File: config.mk
export PLATFORM = sky130hd
export DESIGN_NAME = linked_timer_fsm
export DESIGN_NICKNAME = d
export VERILOG_FILES = /design/src/rtl/linked_timer_fsm.sv
export SDC_FILE = /design/constraint.sdc
export NUM_CORES = 1
export LEC_CHECK = 0
export CORE_AREA = 2 2 44 46
export DETAILED_ROUTE_END_ITERATION = 8
export DIE_AREA = 0 0 46 48
export PLACE_DENSITY_LB_ADDON = 0.25
export SLEW_MARGIN = 10
export SYNTH_ARGS = -nofsm -noshare
export SYNTH_HDL_FRONTEND = slang
export SYNTH_SLANG_ARGS = --single-unit
File: constraint.sdc
create_clock -name CLK -period 2.1 [get_ports CLK]
set_input_delay 0.315 -clock CLK [delete_from_list [all_inputs] [get_ports CLK]]
set_output_delay 0.315 -clock CLK [all_outputs]
set_load 0.01 [all_outputs]
File: src/rtl/linked_timer_fsm.sv
// Worker timer for the linked controller: a START accepted from IDLE arms a down-counter;
// READY is raised in DONE once HOLD_CYCLES edges have elapsed and is held until RESET.
module linked_timer_fsm #(
   parameter int WIDTH     = 8,
   parameter int RETRIGGER = 0
) (
   input  logic             CLK,
   input  logic             N_RESET,
   input  logic             RESET,
   input  logic             START,
   input  logic [WIDTH-1:0] HOLD_CYCLES,
   output logic             READY,
   output logic             BUSY,
   output logic [WIDTH-1:0] COUNT
);

   // Handshake: START is accepted on any rising edge that finds the machine in IDLE
   // with RESET low; READY then stays high (one-way) until the controller clears with RESET.
   typedef enum logic [1:0] {
      IDLE  = 2'b00,
      CNT   = 2'b01,
      DONE  = 2'b10
   } state_t;

   state_t           state, state_nx;
   logic [WIDTH-1:0] cnt, cnt_nx;
   logic             hold_zero;

   assign hold_zero = (HOLD_CYCLES == '0);

   always_ff @(posedge CLK or negedge N_RESET) begin
      if (!N_RESET) begin
         state <= IDLE;
         cnt   <= '0;
      end else begin
         state <= state_nx;
         cnt   <= cnt_nx;
      end
   end

   always_comb begin
      state_nx = state;
      cnt_nx   = cnt;
      if (RESET) begin
         state_nx = IDLE;
         cnt_nx   = '0;
      end else begin
         case (state)
            IDLE: begin
               if (START) begin
                  if (hold_zero) begin
                     state_nx = DONE;
                     cnt_nx   = '0;
                  end else begin
                     state_nx = CNT;
                     cnt_nx   = HOLD_CYCLES;
                  end
               end
            end
            CNT: begin
               if ((RETRIGGER != 0) && START) begin
                  if (hold_zero) begin
                     state_nx = DONE;
                     cnt_nx   = '0;
                  end else begin
                     cnt_nx   = HOLD_CYCLES;
                  end
               end else if (cnt <= WIDTH'(1)) begin
                  // <= rather than == so a corrupted zero count cannot wrap
                  state_nx = DONE;
                  cnt_nx   = '0;
               end else begin
                  cnt_nx   = cnt - WIDTH'(1);
               end
            end
            DONE: begin
               state_nx = DONE;
            end
            default: begin
               state_nx = IDLE;
               cnt_nx   = '0;
            end
         endcase
      end
   end

   assign READY = (state == DONE);
   assign BUSY  = (state == CNT);
   assign COUNT = cnt;

endmodule

Word-level counts from Yosys, hierarchy flattened
Cells that the tools add are included.

Eq/ne operators: 5. Multipliers: 0. Bitwise logic cells: 0. Div/mod/pow operators: 0. Add/subtract/negate cells: 1. $lt $le $gt $ge: 1. Muxes and demuxes: 10. Reduce and logical (&&, ||, !) cells: 4. Shift operators: 0.

Operators with widths (count): $mux W8 (4); $pmux W8 S3 (1); $le A8 B1 Y1 const B (1); $logic_not A8 Y1 (1); $mux W2 (4); $sub A8 B1 Y8 const B (1); $pmux W2 S3 (1); $reduce_and A2 Y1 (2); $ne A3 B2 Y1 const B (1); $ne A3 B3 Y1 const B (1); $eq A2 B1 Y1 const B (1); $eq A2 B2 Y1 const B (1); $logic_not A2 Y1 (1); $ne A2 B2 Y1 const B (1).

Output and inout port bits: 10. Register bits after elaboration: 10. Bits in writable memories: 0. Memories: 0. Bits in latches: 0. Bits in read-only memories: 0.

Longest topological paths before layout
Word-level depth: 5. Mapped depth: 7.

Worst setup path before layout
No wires, ideal clock.

Path type: reg-to-reg. Start point: reg state[0]. End point: reg cnt[4], in the netlist COUNT[4]. Setup slack: 0.214 ns. Buffers on the path: 1. Required time: 2.017 ns. Cell stages (with the launch flop): 8. Setup time: 0.083 ns. Arrival time: 1.803 ns. Cell sequence: dfrtp_1 -> inv_1 -> ha_1 -> nor2b_4 -> or4b_1 -> or2_1 -> buf_2 -> o21ai_0.

Word-level cells in the longest chain between the ends: 3. Elaborated cells between the ends (all ways): 8. Those cells by class: 4 x eq/ne; 2 x mux; 2 x reduce/logical.

RTL lines: start, declared (RTL line 25) `state_t state, state_nx;`; start signal, assigned (RTL line 36) `state <= state_nx;`; $eq A2 B2 Y1, or another cell as far along (RTL line 48) `case (state)`; $pmux W8 S3, or another cell as far along (RTL line 48); $mux W8 or $reduce_and A2 Y1 (tied branches); end signal, assigned (RTL line 37) `cnt <= cnt_nx;`; end, declared (RTL line 26) `logic [WIDTH-1:0] cnt, cnt_nx;`.

Parallel ways exist; a longest one is shown, timed or not. A chain may end at the register's enable or synchronous reset.

Worst setup path in the final report
Start point: reg state[0]. End point: out READY.

Word-level cells in the longest chain between the ends: 1.

RTL lines: $eq A2 B2 Y1 (RTL line 87) `assign READY = (state == DONE);`; end, declared (RTL line 12) `output logic READY,`.

Every way passes these cells.

==> summary.md <==
| Metric | Value |
|---|---|
| Status | finished, final reports clean |
| LEAKAGE | 0.452 nW |
| Routed vias/inst | 5.82 |
| Die area | 2210 sq um |
| Synth area leaders | dfrtp_1 33%, ha_1 9.8%, a22oi_1 6.8%, xnor2_1 3.4%, o21ai_0 3.3% |
| Vias in the first global route | 670 |
| Clk buf depth | 2 |
| Max-cap viol count | 0 |
| GRT Total Usage | 19.7% |
| ANT nets after route | 0 |
| Largest net degree at the start of global routing | 11 |
| Commonest non-fill, non-tap cell in the layout | clkdlybuf4s50_1 |
| Worst-Margin Slew | 0.506 ns |
| Hold-fix buffers, CTS | 0 |
| Grt ovf | 0 |
| Syn_nets | 99 |
| Power, Total | 0.00110 W |
| Worst Clk Skew | 0.00742 ns |
| Worst R2R Path Depth | 6 |
| Placeable core area | 1690 sq um |
| Power per Cell Area | 1060 nW/um^2 |
| Fin. max-slew vios | 0 |
| Drt wl/cell | 14.9 microns |
| Final setup viols | 0 |
| Starting Density | 45.5% |
| DR iter-0 viols | 26 |
| Hpwl dp | 1440 microns |
| Cells after Synth | 81 |
| Cell taking the most area after synthesis | dfrtp_1 |
| CTS clk-pin slew, worst paths | 0.08 ns |
| Clk_lat worst skew | 0.27 ns |
| Fraction of layout cells with a size suffix above 1 | 15.0% |
| Worst rel slew slack | 66.0% |
| Final period utilization | 93.3% |
| Detailed Routing Iterations Pass 1 | 4 |
| Crit path DAT | 1.65 ns |
| CP max FO | 6 |
| Vias | 722 |
| Unique masters post-synth | 33 |
| Setup Fix Bufs, Post-CTS | 0 |
| Die width | 46 microns |
| Max VDD drop | 0.000564 V |
| Net count reported at finish | 126 |
| R2r startpoint | state[0] |
| Die height | 48 microns |
| Num CTS Buffers | 3 |
| Pre-CTS WS | 0.0393 ns |
| Synth Register Bits | 10 |
| Post-synth top area share | 32.6% |
| Clock net sink count | 10 |
| Slowest cell on crit path | clkdlybuf4s50_1 |
| RSZ-0062 raised after global routing | no |
| Initial antenna violation count | 0 |
| Gpl congestion | 0.887 |
| Hold Crit Class | in -> async |
| CP startpoint | state[0] |
| CTS tree | done |
| Area Growth Syn to Fin | 35.7% |
| Worst Setup Start Kind | register |
| Total negative setup slack | 0 ns |
| Global routing usage on met2 | 34.4% |
| Root Buffer Master | clkbuf_4 |
| Synth Cell Area | 768 sq um |
| Critical path class | reg -> out |
| Global Route met3 Usage | 2.26% |
| # diodes | 0 |
| Crit path time final | 1.96 ns |
| CP Cell Sequence | inv_1, ha_1, buf_4, clkdlybuf4s50_1 |
| Sequential element share of the synthesized area | 32.6% |
| Final Hold Violating Endpoints | 0 |
| Drt total wl | 1850 microns |
| Layer with the highest usage | met2 |
| Num rows | 15 |
| CP max stage delay | 0.53 ns |
| H-tree levels | 1 |
| Required @ worst endpoint | 1.78 ns |
| Io pins | 22 |
| Most frequent cells in the layout | 21 x clkdlybuf4s50_1, 10 x dfrtp_1, 7 x a22oi_1 |
| Final WS setup | 0.140 ns |
| DRC viols | 0 |
| F_max | 510 MHz |
| Syn Area/Cell | 9.48 sq um |
| IO Port Bufs | 21 |
| Post_cts resized | 0 |
| Met1 usage | 23.6% |
| CP Capture Type | output port |
| Ys Warns | 0 |
| First-pass GRT wire length | 2950 microns |
[per-stage QoR]
step	hold WS [ns]	utilization, %	instances	area, sq um
final	0.364	61.7	124	1040
after global routing	0.399	61.7	124	1040
after CTS	0.375	61.7	124	1040
after detailed placement	0.577	59.6	120	1010
after global placement	0.563	59.6	120	1010
after floorplan	0.0194	-	81	768
[kinds of logic (layout without fill, tap and decap cells)]
kind of cell | count (synthesis) | count (layout) | synth area share [%]
simple gates | 25 | 25 | 19.9
xor+xnor | 4 | 4 | 4.56
compound gates | 27 | 27 | 26.1
buf+inv | 7 | 33 | 4.56
fa+ha+maj | 6 | 6 | 9.77
flops | 10 | 10 | 32.6
mux | 2 | 2 | 2.61
[cells in the mapped netlist]
cell type and n:
dfrtp_1 10, a22oi_1 7, ha_1 6, inv_1 5
o21ai_0 5, a21oi_1 4, nand2_1 4, nor2_1 4
nor3_1 3, nor4_1 3, o22ai_1 3, xnor2_1 3
a22o_1 2, mux2i_1 2, nor2b_1 2, a21o_2 1
a22o_2 1, a31o_2 1, and2b_2 1, and3b_1 1
buf_2 1, buf_6 1, nand2b_1 1, nand3_1 1
nor2b_4 1, o21a_1 1, o21ba_2 1, o31ai_4 1
or2_1 1, or2_2 1, or4_4 1, or4b_1 1
xor2_1 1
[area by class of cell]
cell class / count / area, sq um
Sequential cell: 10 / 250
Multi-Input combinational cell: 64 / 483
Clock buffer: 4 / 36.3
Tap cell: 17 / 21.3
Timing Repair Buffer: 24 / 233
Fill cell: 152 / 647
Inverter: 5 / 18.8
[sequential cells by signal, indices dropped and copies added (netlist names)]
register	cells
COUNT	8
state	2
[critical path, delay by kind of cell (launching register included)]
kind,cells,cell delay [ns]
adder cells (fa/ha/maj),1,0.18
flip-flops,1,0.43
buffers and inverters,3,0.78
[final timing paths]
kind / end / slack [ns]
worst max-delay path: READY / 0.14
worst min-delay path: COUNT[1] / 0.36
worst max register to register: COUNT[1] / 0.14
worst min register to register: COUNT[6] / 0.59
max in group asynchronous: COUNT[6] / 1.40
min in group CLK: COUNT[6] / 0.59
[metal layers]
layer	up-vias	wire, microns	part of all wire (%)
met5	-	0	0
met4	0	32	1.7
met3	4	87	4.7
met2	27	960	52
met1	338	770	42
li1	353	-	-
[power by group]
part	leakage, nW	switching, W	internal, W	total [W]
clock network	0.0210	0.0000743	0.000105	0.000180
registers	0.134	0.0000666	0.000238	0.000305
logic	0.296	0.000286	0.000329	0.000616
(Power assumes the default switching activity.)
